$ cat src/rtl/dso_cap_pkg.sv
// dso_capture shared types, widths and the decimation mask helper.
// DEPTH_LOG2_DEF is the default capture RAM address width.
package dso_cap_pkg;

    localparam int DEPTH_LOG2_DEF = 9;
    localparam int SAMPLE_W       = 24;
    localparam int CH_W           = 8;
    localparam int DEC_W          = 4;
    localparam int DCNT_W         = 15;

    typedef enum logic [2:0] {
        IDLE,
        PRE_FILL,
        WAIT_TRIG,
        POST,
        DONE
    } cap_state_t;

    function automatic logic [DCNT_W-1:0] dec_mask(
        input logic [DEC_W-1:0] dec
    );
        logic [DCNT_W:0] one_hot;
        one_hot = (DCNT_W+1)'(1) << dec;
        return DCNT_W'(one_hot - 1'b1);
    endfunction

endpackage

$ cat src/rtl/dso_capture_if.sv
// Capture RAM write port plus readout status of dso_capture.
// master = capture engine, slave = RAM / readout side.
interface dso_capture_if
    import dso_cap_pkg::*;
#(
    parameter int DEPTH_LOG2 = DEPTH_LOG2_DEF
) ();

    logic                  we;
    logic [DEPTH_LOG2-1:0] waddr;
    logic [SAMPLE_W-1:0]   wdata;
    logic [DEPTH_LOG2-1:0] trig_addr;
    logic                  cap_done;
    logic                  armed;
    logic                  auto_trig;

    modport master (
        output we,
        output waddr,
        output wdata,
        output trig_addr,
        output cap_done,
        output armed,
        output auto_trig
    );

    modport slave (
        input we,
        input waddr,
        input wdata,
        input trig_addr,
        input cap_done,
        input armed,
        input auto_trig
    );

endinterface

$ cat src/rtl/dso_trig_detect.sv
// Trigger source select and edge compare, evaluated only on sample
// enables so the comparison runs at the decimated sample rate.
module dso_trig_detect (
    input  logic adc_clk,
    input  logic rst_n,
    input  logic se,
    input  logic trig1,
    input  logic trig2,
    input  logic trig_src,
    input  logic trig_edge,
    output logic trig_hit
);

    logic t;
    logic trig_prev;

    assign t = trig_src ? trig2 : trig1;

    // not cleared by arm: an edge spanning arm stays visible
    always_ff @(posedge adc_clk or negedge rst_n) begin
        if (!rst_n) begin
            trig_prev <= 1'b0;
        end else if (se) begin
            trig_prev <= t;
        end
    end

    assign trig_hit = se & (trig_edge ? (~trig_prev & t)
                                      : (trig_prev & ~t));

endmodule

$ cat src/rtl/dso_capture.sv
// dso_capture: decimating circular capture with pre/post trigger hold.
// Define AUTO_TRIG_EN to force a trigger after AUTO_TIMEOUT samples.
module dso_capture
    import dso_cap_pkg::*;
#(
    parameter int DEPTH_LOG2   = DEPTH_LOG2_DEF,
    parameter int AUTO_TIMEOUT = 65535
) (
    input  logic                  adc_clk,
    input  logic                  rst_n,
    input  logic [CH_W-1:0]       ch1_data,
    input  logic [CH_W-1:0]       ch2_data,
    input  logic [CH_W-1:0]       ch3_data,
    input  logic                  trig1,
    input  logic                  trig2,
    input  logic                  arm,
    input  logic                  trig_src,
    input  logic                  trig_edge,
    input  logic [DEPTH_LOG2-1:0] trig_pos,
    input  logic [DEC_W-1:0]      decimator,
    dso_capture_if.master         cap
);

    localparam int N = DEPTH_LOG2;

    cap_state_t          state;
    logic                src_q;
    logic                edge_q;
    logic [DEC_W-1:0]    dec_q;
    logic [N-1:0]        tp_q;
    logic [N-1:0]        wptr;
    logic [N-1:0]        smpl_cnt;
    logic [N-1:0]        post_cnt;
    logic [DCNT_W-1:0]   dec_cnt;
    logic                run;
    logic                se;
    logic                trig_hit;
    logic                force_hit;
    logic                hit;
    logic                we_q;
    logic [N-1:0]        waddr_q;
    logic [SAMPLE_W-1:0] wdata_q;
    logic [N-1:0]        trig_addr_q;
    logic                cap_done_q;
    logic                armed_q;

    assign run = (state == PRE_FILL)
               | (state == WAIT_TRIG)
               | (state == POST);

    // phase 0 samples, so the first armed cycle is always a sample
    assign se  = run & (dec_cnt == '0);
    assign hit = trig_hit | force_hit;

    dso_trig_detect u_trig (
        .adc_clk   (adc_clk),
        .rst_n     (rst_n),
        .se        (se),
        .trig1     (trig1),
        .trig2     (trig2),
        .trig_src  (src_q),
        .trig_edge (edge_q),
        .trig_hit  (trig_hit)
    );

    always_ff @(posedge adc_clk or negedge rst_n) begin
        if (!rst_n) begin
            state       <= IDLE;
            src_q       <= 1'b0;
            edge_q      <= 1'b0;
            dec_q       <= '0;
            tp_q        <= '0;
            wptr        <= '0;
            smpl_cnt    <= '0;
            post_cnt    <= '0;
            dec_cnt     <= '0;
            we_q        <= 1'b0;
            waddr_q     <= '0;
            wdata_q     <= '0;
            trig_addr_q <= '0;
            cap_done_q  <= 1'b0;
            armed_q     <= 1'b0;
        end else begin
            we_q <= 1'b0;
            if (arm) begin
                src_q      <= trig_src;
                edge_q     <= trig_edge;
                dec_q      <= decimator;
                tp_q       <= (trig_pos == '0) ? N'(1) : trig_pos;
                wptr       <= '0;
                smpl_cnt   <= '0;
                dec_cnt    <= '0;
                cap_done_q <= 1'b0;
                armed_q    <= 1'b1;
                state      <= PRE_FILL;
            end else begin
                if (run) begin
                    dec_cnt <= (dec_cnt == dec_mask(dec_q))
                             ? '0 : dec_cnt + 1'b1;
                end
                if (se) begin
                    we_q    <= 1'b1;
                    waddr_q <= wptr;
                    wdata_q <= {ch3_data, ch2_data, ch1_data};
                    wptr    <= wptr + 1'b1;
                end
                unique case (state)
                    PRE_FILL: begin
                        // ~tp_q == DEPTH - trig_pos - 1 (last pre sample)
                        if (se) begin
                            smpl_cnt <= smpl_cnt + 1'b1;
                            if (smpl_cnt == ~tp_q) begin
                                state <= WAIT_TRIG;
                            end
                        end
                    end
                    WAIT_TRIG: begin
                        if (hit) begin
                            trig_addr_q <= wptr;
                            post_cnt    <= tp_q - 1'b1;
                            if (tp_q == N'(1)) begin
                                state   <= DONE;
                                armed_q <= 1'b0;
                            end else begin
                                state <= POST;
                            end
                        end
                    end
                    POST: begin
                        if (se) begin
                            post_cnt <= post_cnt - 1'b1;
                            if (post_cnt == N'(1)) begin
                                state   <= DONE;
                                armed_q <= 1'b0;
                            end
                        end
                    end
                    DONE: begin
                        cap_done_q <= 1'b1;
                    end
                    default: begin
                    end
                endcase
            end
        end
    end

`ifdef AUTO_TRIG_EN
    localparam int TO_W = $clog2(AUTO_TIMEOUT + 1);

    logic [TO_W-1:0] to_cnt;
    logic            auto_q;

    assign force_hit = se & (state == WAIT_TRIG)
                     & (to_cnt == TO_W'(AUTO_TIMEOUT - 1));

    // WAIT_TRIG is only entered after an arm, which clears the count
    always_ff @(posedge adc_clk or negedge rst_n) begin
        if (!rst_n) begin
            to_cnt <= '0;
            auto_q <= 1'b0;
        end else if (arm) begin
            to_cnt <= '0;
            auto_q <= 1'b0;
        end else if (se && state == WAIT_TRIG) begin
            to_cnt <= to_cnt + 1'b1;
            if (force_hit && !trig_hit) begin
                auto_q <= 1'b1;
            end
        end
    end

    assign cap.auto_trig = auto_q;
`else
    // AUTO_TIMEOUT has no effect without the forced trigger
    if (AUTO_TIMEOUT < 1) begin : g_no_timeout
    end

    assign force_hit     = 1'b0;
    assign cap.auto_trig = 1'b0;
`endif

    assign cap.we        = we_q;
    assign cap.waddr     = waddr_q;
    assign cap.wdata     = wdata_q;
    assign cap.trig_addr = trig_addr_q;
    assign cap.cap_done  = cap_done_q;
    assign cap.armed     = armed_q;

endmodule

$ cat src/flat_wrapper.sv
// flat-port wrapper written by rule: the top's interface ports become plain ports
module dso_capture_flat import dso_cap_pkg::*;
#(
    parameter int DEPTH_LOG2   = DEPTH_LOG2_DEF,
    parameter int AUTO_TIMEOUT = 65535
)
  (adc_clk, rst_n, ch1_data, ch2_data, ch3_data, trig1, trig2, arm, trig_src, trig_edge, trig_pos, decimator, cap_we, cap_waddr, cap_wdata, cap_trig_addr, cap_cap_done, cap_armed, cap_auto_trig);
  dso_capture_if #(.DEPTH_LOG2(DEPTH_LOG2)) cap_i ();
  input  logic adc_clk;
  input  logic rst_n;
  input  logic [CH_W-1:0] ch1_data;
  input  logic [CH_W-1:0] ch2_data;
  input  logic [CH_W-1:0] ch3_data;
  input  logic trig1;
  input  logic trig2;
  input  logic arm;
  input  logic trig_src;
  input  logic trig_edge;
  input  logic [DEPTH_LOG2-1:0] trig_pos;
  input  logic [DEC_W-1:0] decimator;
  output wire logic [$bits(cap_i.we)-1:0] cap_we;
  output wire logic [$bits(cap_i.waddr)-1:0] cap_waddr;
  output wire logic [$bits(cap_i.wdata)-1:0] cap_wdata;
  output wire logic [$bits(cap_i.trig_addr)-1:0] cap_trig_addr;
  output wire logic [$bits(cap_i.cap_done)-1:0] cap_cap_done;
  output wire logic [$bits(cap_i.armed)-1:0] cap_armed;
  output wire logic [$bits(cap_i.auto_trig)-1:0] cap_auto_trig;
  assign cap_we = cap_i.we;
  assign cap_waddr = cap_i.waddr;
  assign cap_wdata = cap_i.wdata;
  assign cap_trig_addr = cap_i.trig_addr;
  assign cap_cap_done = cap_i.cap_done;
  assign cap_armed = cap_i.armed;
  assign cap_auto_trig = cap_i.auto_trig;
  dso_capture #(.DEPTH_LOG2(DEPTH_LOG2), .AUTO_TIMEOUT(AUTO_TIMEOUT)) u_core (.adc_clk(adc_clk), .rst_n(rst_n), .ch1_data(ch1_data), .ch2_data(ch2_data), .ch3_data(ch3_data), .trig1(trig1), .trig2(trig2), .arm(arm), .trig_src(trig_src), .trig_edge(trig_edge), .trig_pos(trig_pos), .decimator(decimator), .cap(cap_i));
endmodule
$ cat config.mk
export PLATFORM = sky130hd
export DESIGN_NAME = dso_capture_flat
export DESIGN_NICKNAME = d
export VERILOG_FILES = /design/src/rtl/dso_cap_pkg.sv /design/src/rtl/dso_capture_if.sv /design/src/rtl/dso_trig_detect.sv /design/src/rtl/dso_capture.sv /design/src/flat_wrapper.sv
export SDC_FILE = /design/constraint.sdc
export NUM_CORES = 1
export LEC_CHECK = 0
export ABC_AREA = 1
export CORE_MARGIN = 2
export CORE_UTILIZATION = 55
export DETAILED_ROUTE_END_ITERATION = 7
export GPL_ROUTABILITY_DRIVEN = 1
export PLACE_DENSITY = 0.9
export SYNTH_ARGS = -nofsm -noshare
export SYNTH_HDL_FRONTEND = slang
export SYNTH_SLANG_ARGS = --single-unit
$ cat constraint.sdc
create_clock -name adc_clk -period 2.9 [get_ports adc_clk]
set_input_delay 0.87 -clock adc_clk [delete_from_list [all_inputs] [get_ports adc_clk]]
set_output_delay 0.87 -clock adc_clk [all_outputs]
set_load 0.05 [all_outputs]
# Yosys cells after proc, flatten, opt, wreduce, memory -nomap -nowiden
# Index checks and enable logic that the tools add are counted.
[classes] eq_ne=16 bitwise_logic=10 addsub=6 shift=1 muxes=32 n_reduce_logical=15
[ops] operator="$mux W9" count=8
[ops] operator="$mux W15" count=3
[ops] operator="$mux W3" count=7
[ops] operator="$add A9 B1 Y9 const B" count=2
[ops] operator="$eq A9 B1 Y1 const B" count=2
[ops] operator="$pmux W9 S2" count=1
[ops] operator="$sub A9 B1 Y9 const B" count=2
[ops] operator="$add A15 B1 Y15 const B" count=1
[ops] operator="$eq A15 B15 Y1" count=1
[ops] operator="$logic_not A15 Y1" count=1
[ops] operator="$ne A3 B3 Y1 const B" count=5
[ops] operator="$shl A1 B4 Y15 const A" count=1
[ops] operator="$sub A15 B1 Y15 const B" count=1
[ops] operator="$mux W1" count=11
[ops] operator="$reduce_bool A2 Y1" count=5
[ops] operator="$eq A9 B9 Y1" count=1
[ops] operator="$logic_not A9 Y1" count=1
[ops] operator="$not A9 Y9" count=1
[ops] operator="$pmux W3 S3" count=1
[ops] operator="$eq A3 B2 Y1 const B" count=2
[ops] operator="$reduce_and A6 Y1" count=1
[ops] operator="$reduce_and A5 Y1" count=1
[ops] operator="$and A1 B1 Y1" count=4
[ops] operator="$reduce_and A2 Y1" count=2
[ops] operator="12 further kinds" count=15
[totals] input_bits=44 register_bits=106

# Longest topological paths before layout
# Gate-level depths: netlist of the first run.
[logic_depth] word_depth=8 ltp_mapped=15

# Cells and area by module
# A second synthesis of the first run with hierarchy kept.
[hier_totals] cells_unflattened=822 area_unflattened_um2=6014.5
[by_module_without_submodules] module="dso_capture" cells_per_inst=807 area_per_inst_um2=5926.9 n_inst=1
[by_module_without_submodules] module="dso_trig_detect" cells_per_inst=15 area_per_inst_um2=87.6 n_inst=1

# Least setup slack after synthesis of the first run
# No wires, ideal clock.
[synth_path] kind="flip-flop to flip-flop" startpoint="register u_core.dec_q[0]" endpoint="register u_core.dec_cnt[1]" arrival_ps=1891 slack_ps=892 path_stages_with_launch=14 required_time_ps=2782 n_path_buf=1 setup_ps=118 period_less_slack_ps=2008 cell_sequence="dfrtp_1 nor2_1 nand2_1 ha_1 nand3b_1 nand3_1 inv_1 nor2_1 nand2_1 nor2_2 nand2_2 buf_6 nand3_1 nand2_1"
[synth_via] elab_chain_len=6
[synth_rtl] element="from (decl)" line="dso_capture.sv:29" text="logic [DEC_W-1:0] dec_q;"
[synth_rtl] element="from (signal assigned)" line="dso_capture.sv:88" text="dec_q <= decimator;"
[synth_rtl] element="$shl A1 B4 Y15" line="dso_cap_pkg.sv:23" text="one_hot = (DCNT_W+1)'(1) << dec;"
[synth_rtl] element="$sub A15 B1 Y15" line="dso_cap_pkg.sv:24" text="return DCNT_W'(one_hot - 1'b1);"
[synth_rtl] element="$eq A15 B15 Y1" line="dso_capture.sv:98" text="dec_cnt <= (dec_cnt == dec_mask(dec_q))"
[synth_rtl] element="$mux W15" line="dso_capture.sv:99" text="? '0 : dec_cnt + 1'b1;"
[synth_rtl] element="$mux W15" line="dso_capture.sv:97" text="if (run) begin"
[synth_rtl] element="$mux W15" line="dso_capture.sv:85" text="if (arm) begin"
[synth_rtl] element="to (signal assigned)" line="dso_capture.sv:98"
[synth_rtl] element="to (decl)" line="dso_capture.sv:34" text="logic [DCNT_W-1:0] dec_cnt;"
# Every way passes these cells. The select of a mux whose other input is x is not followed.
# A chain may end at the register's enable or synchronous reset.

# Worst setup path in the final report of the first run
[layout_path] startpoint="register u_core.cap_done_q, in the netlist u_core.cap.cap_done" endpoint="output port cap_cap_done"
[layout_lines] element="from (decl)" line="dso_capture.sv:44" text="logic cap_done_q;"
[layout_lines] element="from (signal assigned)" line="dso_capture.sv:81" text="cap_done_q <= 1'b0;"
[layout_lines] element="from (signal assigned)" line="dso_capture.sv:93" text="cap_done_q <= 1'b0;"
[layout_lines] element="from (signal assigned)" line="dso_capture.sv:139" text="cap_done_q <= 1'b1;"
[layout_lines] element="to (decl)" line="flat_wrapper.sv:25" text="output wire logic [$bits(cap_i.cap_done)-1:0] cap_cap_done;"
# No word-level cell between the ends.

==> flow_summary.toml, run 1 <==
[power_and_ir_drop]
peakVddDrop_mv = 0.643
p_comb_frac = 0.487
p_clk_frac = 0.161
power_density_nw_per_um2 = 824
p_seq_frac = 0.351
p_int_mw = 3.09
power.switching_mw = 2.87
switching_share = 0.482
p_leak_nw = 3.49

[route]
first_pass_iters = 5
vias = 5695
ant_nets = 0
viasPerCell = 5.50
wl_per_cell_microns = 14.3
routed_wl_microns = 14800
drc_errors = 0
drt_iter0_markers = 471

[placement]
hpwlAfterDp_microns = 10800
gp_congestion = 0.973
io_buffers = 88

[global_route]
grt_overflow = 0
grt_pass1_vias = 5301
antenna_found_initial = 0
grt_usage = 0.256
grt_max_degree = 54
grt_pass1_wl_microns = 24200

[synthesis]
syn_area_sq_um = 6030
async_reset_ff_frac = 1.00
yosysMostFrequentCell = "nand2_1"
ys_warn_count = 0
syn_area_per_cell_sq_um = 7.48
syn_inst = 806
synth_enable_flop_cells = 0
synth_top_area_share = 0.440
ys_seq_elements = 106
synthTopCellsByCount = "nand2_1 (282), dfrtp_1 (106), inv_1 (71), nor2_1 (60), o21ai_0 (60)"
ys_seq_area_frac = 0.440
synth_cell_type_count = 45
synth_top_flop_cell = "dfrtp_1"
synth_top_area_cell = "dfrtp_1"
synthesis.nets = 859
ys_top_cells_by_area = "dfrtp_1 (44%), nand2_1 (18%), o21ai_0 (5.0%)"

[sta]
slew_headroom = 0.595
fin_skew_ns = 0.0135
worstMarginPinSlew_ns = 0.607
setup_viol = 0
layout_min_cycle_time_ns = 2.50
finalHoldViolCount = 0
period_share = 0.861
setup_tns_ns = 0
rsz0062_at_grt = "no"
hold_ws_ns = 0.418
maxSlewViolCount = 0
max_freq_mhz = 401

[cts]
cts_buffers = 9
cts-htree-levels = 3
cts_buffer_depth = 2
cts.sinks = 106
cts.clk_slew.worst_paths_ns = 0.12
cts-root-buf = "clkbuf_8"
clk_latency_ns = 0.38
cts_resized = 0
postCtsSetupBuffers = 0
tritoncts = "built"
ctsHoldBuffers = 0

[setup_path]
critPathBufInv = 1
cp-end-kind = "output port"
critPathKind = "reg -> out"
slowest_delay_ns = 0.83
crit_required_ns = 2.03
worstPathMaxFanout = 2
worst_setup_path_start_kind = "register"
reg2regPathDepth = 12
timing.rr.end = "u_core.dec_cnt[7]"
critPathTopFamily = "buffers and inverters"
cp.arrival_ns = 1.63
cpMaxStageDelayCell = "clkdlybuf4s50_1"
crit_chain = "clkdlybuf4s50_1"
reg2reg_from = "u_core.dec_q[0]"
regToRegSetupSlack_ns = 0.47

[layout]
num_antenna_cells = 0
nFillCells = 865
multi_input_area_sq_um = 2940
fin_util = 0.674
drive_gt1_frac = 0.0659
seq_area_sq_um = 2650
syn_to_final_growth_pct = 20.1
fin_nets = 943

[outcome]
outcome = "finished, final reports clean"

[run]
drv_cap = 0

[die]
placementRows = 38
ios = 90
die_y_microns = 109
dieArea_sq_um = 11800
coreArea_sq_um = 10700
die_x_microns = 109
initial_core_util = 0.561

[hold_path]
min-delay-path-class = "in -> async"
cells in the final DEF, fill, tap and decap left out, drive strengths merged, types with 8 or more instances in the layout:
cell type / netlist / layout
inv: 82 / 85
a21oi: 14 / 14
ha: 9 / 9
nor2: 67 / 67
buf: 12 / 8
dfrtp: 106 / 106
nor3: 15 / 15
clkbuf: 10 / 9
clkdlybuf4s50: 0 / 87
nand4: 13 / 13
nand3: 55 / 55
nand2: 289 / 289
o21ai: 70 / 70
xor2: 22 / 22
o31ai: 10 / 10
xnor2: 12 / 12
worst max-delay path by stage:
stage / from / to / slack (ns) / depth (start not counted)
floorplan: u_core.dec_q[0] / u_core.dec_cnt[1] / 0.89 / 13
global placement: arm / u_core.state[2] / 0.42 / 8
detailed placement: arm / u_core.cap.trig_addr[6] / 0.30 / 6
CTS: u_core.cap.cap_done / cap_cap_done / 0.42 / 1
global route: u_core.dec_q[0] / u_core.dec_cnt[14] / 0.25 / 12
finish: u_core.cap.cap_done / cap_cap_done / 0.40 / 1
worst reg2reg max path: stages (launching register included):
cell	delay (ns)
dfrtp_1	0.49
nor2_1	0.33
nand2_1	0.14
ha_1	0.30
nand3b_1	0.22
nand3_1	0.13
inv_1	0.05
nor2_1	0.10
nand2_1	0.07
nor2_2	0.09
nand2_2	0.20
nand3_1	0.15
nand2_1	0.06
registers in the layout, indices dropped and copies added (netlist names), 3 cells and up:
register and flops:
u_core.cap.waddr 9, u_core.smpl_cnt 9, u_core.cap.trig_addr 9, u_core.post_cnt 9, u_core.dec_cnt 15, u_core.state 3
u_core.dec_q 4, u_core.cap.wdata 24, u_core.wptr 9, u_core.tp_q 9
stage by stage:
step | setup WS, ns | total power, mW | std cells | cell area, sq um
6_report | 0.404 | 5.96 | 1035 | 7240
5_1_grt | 0.247 | 6.32 | 1035 | 7240
4_1_cts | 0.419 | 5.96 | 1035 | 7240
3_5_place_dp | 0.304 | 4.99 | 1019 | 7020
3_3_place_gp | 0.417 | 4.94 | 1019 | 7020
2_1_floorplan | 0.892 | 4.13 | 806 | 6030
area by class of cell:
cell class	count	area share
clock inverter	7	0.0126
inverter	82	0.0425
multi-input combinational	596	0.407
tap	140	0.0242
timing repair buffer	95	0.130
sequential	106	0.366
clock buffer	9	0.0171
cell families after synthesis:
| kind of cell | count (synthesis) | synth area share |
|---|---|---|
| AND/OR/NAND/NOR | 451 | 0.327 |
| adder cells (fa/ha/maj) | 9 | 0.0187 |
| AO/OA/AOI/OAI | 101 | 0.0924 |
| flip-flops | 106 | 0.440 |
| buffers and inverters | 104 | 0.0716 |
| other | 1 | 0.000622 |
| XOR/XNOR | 34 | 0.0494 |
per-layer routing:
layer  global-route usage  wire length [microns]  up-vias
li1                     -                      -     2746
met5                    0                      0        -
met1                0.340                   6240     2708
met2                0.437                   7490      210
met4               0.0815                    334        0
met3               0.0341                    736       31
power groups by stage:
stage	clock, mW	combinational (mW)	sequential [mW]
floorplan	0	1.38	2.75
global placement	0	2.84	2.10
detailed placement	0	2.88	2.11
CTS	0.968	2.90	2.09
finish	0.962	2.91	2.09
global route	1.03	3.15	2.13
Power figures use the tool's default switching activity.
==> run 2: changes to the inputs <==
SKIP_LAST_GASP = 1   (was default)
==> results of run 2 <==
Final layout, timing and power as in run 1 (identical DEF).
